**config.mk**
```make
export PLATFORM = sky130hd
export DESIGN_NAME = mem_stage
export DESIGN_NICKNAME = d
export VERILOG_FILES = /design/src/rtl/mem_stage.sv
export SDC_FILE = /design/constraint.sdc
export NUM_CORES = 2
export LEC_CHECK = 0
export CORE_ASPECT_RATIO = 0.75
export CORE_UTILIZATION = 64
export DETAILED_ROUTE_END_ITERATION = 8
export DONT_BUFFER_PORTS = 1
export HOLD_SLACK_MARGIN = 0.05
export PLACE_DENSITY = 0.8
export SLEW_MARGIN = 20
export SYNTH_ARGS = -nofsm -noshare
export SYNTH_HDL_FRONTEND = slang
export SYNTH_SLANG_ARGS = --single-unit
```
**constraint.sdc**
```tcl
create_clock -name clk -period 116.9 [get_ports clk]
set_input_delay 35.07 -clock clk [delete_from_list [all_inputs] [get_ports clk]]
set_output_delay 35.07 -clock clk [all_outputs]
set_load 0.05 [all_outputs]
```
**src/rtl/mem_stage.sv**
```systemverilog
// Memory-access stage: word-organised data memory with wait states,
// upstream freeze and MEM/WB output register.
module mem_stage #(
  parameter int DEPTH       = 64,
  parameter int BASE_ADDR   = 1024,
  parameter int WAIT_CYCLES = 2
) (
  input  logic        clk,
  input  logic        rst,
  input  logic        wb_en_in,
  input  logic        mem_r_en_in,
  input  logic        mem_w_en_in,
  input  logic [3:0]  dest_in,
  input  logic [31:0] alu_result_in,
  input  logic [31:0] st_val_in,
  output logic        freeze,
  output logic        wb_en_out,
  output logic        mem_r_en_out,
  output logic [3:0]  dest_out,
  output logic [31:0] alu_result_out,
  output logic [31:0] mem_result_out
);

  localparam int IW = $clog2(DEPTH);
  localparam int CW =
    (WAIT_CYCLES > 0) ? $clog2(WAIT_CYCLES + 1) : 1;
  localparam logic [31:0] BASE  = 32'(BASE_ADDR);
  localparam logic [31:0] WORDS = 32'(DEPTH);
  localparam logic [CW-1:0] CNT_INIT =
    CW'((WAIT_CYCLES > 0) ? WAIT_CYCLES - 1 : 0);
  localparam logic HAS_WAIT = (WAIT_CYCLES > 0);

  typedef enum logic {S_IDLE, S_WAIT} state_t;

  state_t        state;
  logic [CW-1:0] cnt;
  logic [31:0]   mem [DEPTH];

  logic          access;
  logic          is_load;
  logic          is_store;
  logic          in_range;
  logic          done;
  logic [31:0]   off;
  logic [IW-1:0] idx;

  // Address decode and access classification
  always_comb begin
    off      = alu_result_in - BASE;
    idx      = IW'(off >> 2);
    in_range = (alu_result_in >= BASE) && ((off >> 2) < WORDS);
    access   = mem_r_en_in | mem_w_en_in;
    is_load  = mem_r_en_in;
    is_store = mem_w_en_in & ~mem_r_en_in;
    done     = (state == S_IDLE) ? (access & ~HAS_WAIT)
                                 : (cnt == '0);
  end

  // Stall upstream while the access is still counting down;
  // gated by rst so reset releases it without waiting for a clock
  always_comb begin
    freeze = 1'b0;
    if (!rst) begin
      if (state == S_IDLE) freeze = access & HAS_WAIT;
      else                 freeze = (cnt != '0);
    end
  end

  // Wait-state FSM and MEM/WB output register
  always_ff @(posedge clk or posedge rst) begin
    if (rst) begin
      state          <= S_IDLE;
      cnt            <= '0;
      wb_en_out      <= 1'b0;
      mem_r_en_out   <= 1'b0;
      dest_out       <= '0;
      alu_result_out <= '0;
      mem_result_out <= '0;
    end else if (done) begin
      state          <= S_IDLE;
      wb_en_out      <= wb_en_in;
      mem_r_en_out   <= mem_r_en_in;
      dest_out       <= dest_in;
      alu_result_out <= alu_result_in;
      mem_result_out <= (is_load && in_range) ? mem[idx] : '0;
    end else if (state == S_IDLE && !access) begin
      wb_en_out      <= wb_en_in;
      mem_r_en_out   <= mem_r_en_in;
      dest_out       <= dest_in;
      alu_result_out <= alu_result_in;
      mem_result_out <= '0;
    end else begin
      wb_en_out    <= 1'b0;
      mem_r_en_out <= 1'b0;
      if (state == S_IDLE) begin
        state <= S_WAIT;
        cnt   <= CNT_INIT;
      end else begin
        cnt <= cnt - CW'(1);
      end
    end
  end

  // Data memory: cleared on reset, written only on a completing store
  always_ff @(posedge clk or posedge rst) begin
    if (rst) begin
      for (int i = 0; i < DEPTH; i++) mem[i] <= '0;
    end else if (done && is_store && in_range) begin
      mem[idx] <= st_val_in;
    end
  end

endmodule

```
# Word level (Yosys, flattened, before mapping)
# Index checks and enable logic that the tools add are counted.
# classes
n_mux	23
n_addsub	2
eq_ne	1
n_reduce_logical	11
magnitude_cmp	4
bitwise	7
# op_table
op	n
$bwmux W2048	1
$mux W32	8
$bmux W32 S6	1
$demux W32 S6	1
$ge A32 B11 Y1 const B	1
$sub A32 B11 Y32 const B	1
$lt A30 B7 Y1 const B	1
$mux W1	9
$mux W4	2
$ge A7 B7 Y1 const B	1
$lt A7 B1 Y1 const B	1
$not A6 Y7	1
$logic_and A1 B1 Y1	6
$not A1 Y1	4
$reduce_bool A2 Y1	2
$logic_not A2 Y1	1
$mux W2	1
$ne A2 B2 Y1 const B	1
$reduce_and A2 Y1	1
$sub A2 B1 Y2 const B	1
$and A1 B1 Y1	1
$logic_not A1 Y1	1
$or A1 B1 Y1	1
# word_totals
reg_bits	2121
out_inout_bits	71

# Longest topological paths before layout
# logic_depth
word_depth	7
depth_mapped	12

# Worst setup path before layout
# No wires, ideal clock.
# synth_timing
kind	input -> output
start	input port mem_r_en_in
end	output port freeze
setup_slack_ns	45.496
n_path_buf	1
t_required_ns	81.830
t_arrival_ns	36.334
cell_stages	3
path_cell_list	o31ai_1 clkbuf_1 nor2_1
# synth_between
elab_chain_cells	3
# synth_lines
element	line	source
start, declared	11	input logic mem_r_en_in,
$or A1 B1 Y1	52	access = mem_r_en_in | mem_w_en_in;
$mux W1	64	if (state == S_IDLE) freeze = access & HAS_WAIT;
$mux W1	63	if (!rst) begin
end, declared	16	output logic freeze,
# Every way passes these cells.

# Worst setup path in the final report
# Ends and elaborated chain as after synthesis.

==> flow_metrics.env <==
export IMPL_status="finished clean"
export IMPL_cts_buffer_depth=3
export IMPL_dieArea_um2=152000
export IMPL_slew_headroom_pct=17.1
export IMPL_cts_hold_buf=0
export IMPL_setup_viol=0
export IMPL_cts_resized=0
export IMPL_die_w_um=450
export IMPL_wl_per_cell_um=35.8
export IMPL_clk_pin_slew_ns=0.06
export IMPL_numCtsBuffers=194
export IMPL_dieHeight_um=338
export IMPL_fin_crit_ns=71.16
export IMPL_ys_warn_count=0
export IMPL_yosys_register_bits=2121
export IMPL_grt_start_max_net_pins=417
export IMPL_overflow=0
export IMPL_finalPower_uw=1510
export IMPL_crit_family="simple AND/OR/NAND/NOR gates"
export IMPL_instances_no_fill=8683
export IMPL_rsz0062_at_grt="false"
export IMPL_synthCells=6907
export IMPL_p_leak_uw=0.0508
export IMPL_synth_top_area_share_pct=55.1
export IMPL_r2r_slack_ns=112.21
export IMPL_vias_per_cell=7.34
export IMPL_antenna_found_initial=15
export IMPL_clock_sinks=2121
export IMPL_ir_drop_mv=0.0141
export IMPL_finalCritPeriodShare_pct=60.9
export IMPL_drc=0
export IMPL_synth_async_reset_ratio_pct=100
export IMPL_final_seq_area_um2=53100
export IMPL_synth_cell_types=82
export IMPL_r2r_end="mem[1645]"
export IMPL_min_delay_start="mem[994]"
export IMPL_finalSetupTns_ns=0
export IMPL_syn_to_final_growth_pct=7.40
export IMPL_synth_top_cell_by_area="dfrtp_1"
export IMPL_crit_type="in2out"
export IMPL_hpwl_um=169000
export IMPL_synth_avg_cell_area_um2=14.0
export IMPL_firstDrtPassIters=8
export IMPL_multi_input_area_um2=40200
export IMPL_min_to="mem[994]"
export IMPL_critPathBufInv=1
export IMPL_gp_congestion=0.876
export IMPL_clkLatencyLatePin_ns=0.85
export IMPL_ant_nets=0
export IMPL_finalNetCount=6605
export IMPL_yosys_top_cells_area="dfrtp_1, mux2_2, mux4_2"
export IMPL_rows=122
export IMPL_core_area_um2=149000
export IMPL_crit_slowest_cell="nor2_1"
export IMPL_grt_pass1_wl_um=454000
export IMPL_worst_slew_pin_slew_ns=1.24
export IMPL_worstSetupEndpointType="output pin"
export IMPL_rr_worst_depth=8
export IMPL_max_freq_ghz=0.0141
export IMPL_routed_wl_um=311000
export IMPL_ys_seq_area_share_pct=55.1
export IMPL_dp_cells=8317
export IMPL_boundaryPins=144
export IMPL_finalHoldViolCount=0
export IMPL_synth_nets=6981
export IMPL_min_path_cells=1
export IMPL_r2r_start="cnt[1]"
export IMPL_critPathMaxFanout=37
export IMPL_cts_setup_buffers=0
export IMPL_finClkSkew_ns=0.0299
export IMPL_initial_core_util_pct=64.9
export IMPL_power_per_cell_area_nw_per_um2=14.6
export IMPL_io_buffers=0
export IMPL_cts_root_buf="clkbuf_16"
export IMPL_n_fill_cell=9716
export IMPL_crit_path_cell_trace="o31ai_4, buf_4, nor2_1"
export IMPL_cts_tree="built"
export IMPL_cap_viol_max_count=0
export IMPL_startpoint_type="input pin"
export IMPL_htreeDepth=4
export IMPL_yosys_most_used_dff="dfrtp_1"
export IMPL_arrival_ns=36.09
export IMPL_slew_violations=0
export IMPL_grtUsageTotal_pct=41.2
export IMPL_cpPeakStageDelay_ns=0.71
export IMPL_drtIter0Drc=8880
export IMPL_cp_required_ns=81.83
export IMPL_vias=63700
export IMPL_hold_path_class="reg2reg"
export IMPL_netlist_area_um2=96400
export IMPL_grt_pass1_vias=65100
export IMPL_synth_edf_count=0
export IMPL_drive_gt1_share_pct=43.2
[cell families after synthesis]
| kind of cell | synth area share, % |
|---|---|
| multiplexers | 31.7 |
| XOR/XNOR | 0.00909 |
| AND/OR/NAND/NOR | 2.45 |
| flip-flops | 55.1 |
| buffers and inverters | 3.82 |
| adder cells (fa/ha/maj) | 0.0130 |
| AO/OA/AOI/OAI | 6.93 |
[layer usage]
| layer | GRT usage (%) | wire (µm) | share of wire (%) | vias to the layer above |
|---|---|---|---|---|
| li1 | - | - | - | 24800 |
| met1 | 55.4 | 117000 | 38 | 33700 |
| met2 | 59.0 | 133000 | 43 | 4162 |
| met3 | 14.6 | 41600 | 13 | 1103 |
| met4 | 21.8 | 18900 | 6.1 | 20 |
| met5 | 0.719 | 280 | 0.090 | - |
[synth_stat cells (24+ instances only)]
library cell / instances
nor2_1: 121
mux2_2: 2173
nand2_1: 262
buf_4: 87
mux4_2: 137
a21oi_1: 93
dfrtp_1: 2121
o221ai_1: 127
mux2i_1: 219
a222oi_1: 26
a221oi_1: 46
buf_2: 262
o21ai_0: 96
clkbuf_1: 281
o22ai_1: 314
buf_6: 24
a2bb2oi_1: 25
buf_1: 45
a22oi_1: 63
mux2_1: 43
[area by class of cell]
cell class	count	share of cell area (%)
flip-flops and latches	2121	51.3
multi-input cells	4056	38.8
clock buffers	288	5.52
well taps	1984	2.40
repair buffers	149	1.23
clock inverters	61	0.700
inverters	9	0.0532
diodes	15	0.0363
[cells in the final DEF (no fill, tap or decap), types with 13 or more instances in the layout]
cell,count
a211oi_1,14
a21oi_1,93
a221oi_1,46
a222oi_1,26
a22o_1,14
a22oi_1,63
a2bb2oi_1,25
a32oi_1,15
buf_4,137
bufinv_16,13
clkbuf_1,47
clkbuf_16,197
clkbuf_8,44
clkinv_2,35
dfrtp_1,2121
diode_2,15
mux2_1,43
mux2_2,2173
mux2_4,22
mux2i_1,219
mux4_2,137
nand2_1,260
nand3_1,22
nor2_1,70
nor2_4,53
nor3_1,14
o21ai_0,96
o221ai_1,127
o22a_1,19
o22ai_1,314
o31ai_1,21
[state kept, by name (all words and copies together), names as in the netlist]
name and flops:
cnt 2, mem_result_out 32, state 1, wb_en_out 1
mem 2048, mem_r_en_out 1, dest_out 4, alu_result_out 32
[power by group]
part           leakage [µW]  internal [µW]  switching, µW
clock               0.00318            366            286
sequential           0.0296            740           27.6
combinational        0.0180           23.4           64.0
total                0.0508           1130            378
[through the flow]
stage	setup slack, ns	instance area [µm²]	utilization, %	hold WS, ns
after floorplan	21.91	96400	-	0.452
after global placement	45.73	96900	65.2	0.461
after detailed placement	45.75	97000	65.3	0.473
after CTS	45.75	103000	69.6	0.487
after global routing	45.70	103000	69.7	0.502
final	45.74	104000	69.7	0.489
[worst max path at each step]
stage	from	end	slack (ns)	cells past startpoint
finish	mem_r_en_in	freeze	45.74	3
global route	mem_r_en_in	freeze	45.70	3
CTS	mem_r_en_in	freeze	45.75	3
detailed placement	mem_r_en_in	freeze	45.75	3
global placement	mem_r_en_in	freeze	45.73	3
floorplan	rst	alu_result_out[0]	21.91	1
[worst register-to-register path, stage by stage, from the launching register on]
cell,delay [ns]
dfrtp_1,0.37
inv_1,0.08
ha_1,0.23
nand2_1,0.14
nor3b_2,0.76
nand3_1,0.78
nor2_4,1.05
buf_4,0.69
mux2_2,0.45
(Power assumes the default switching activity.)
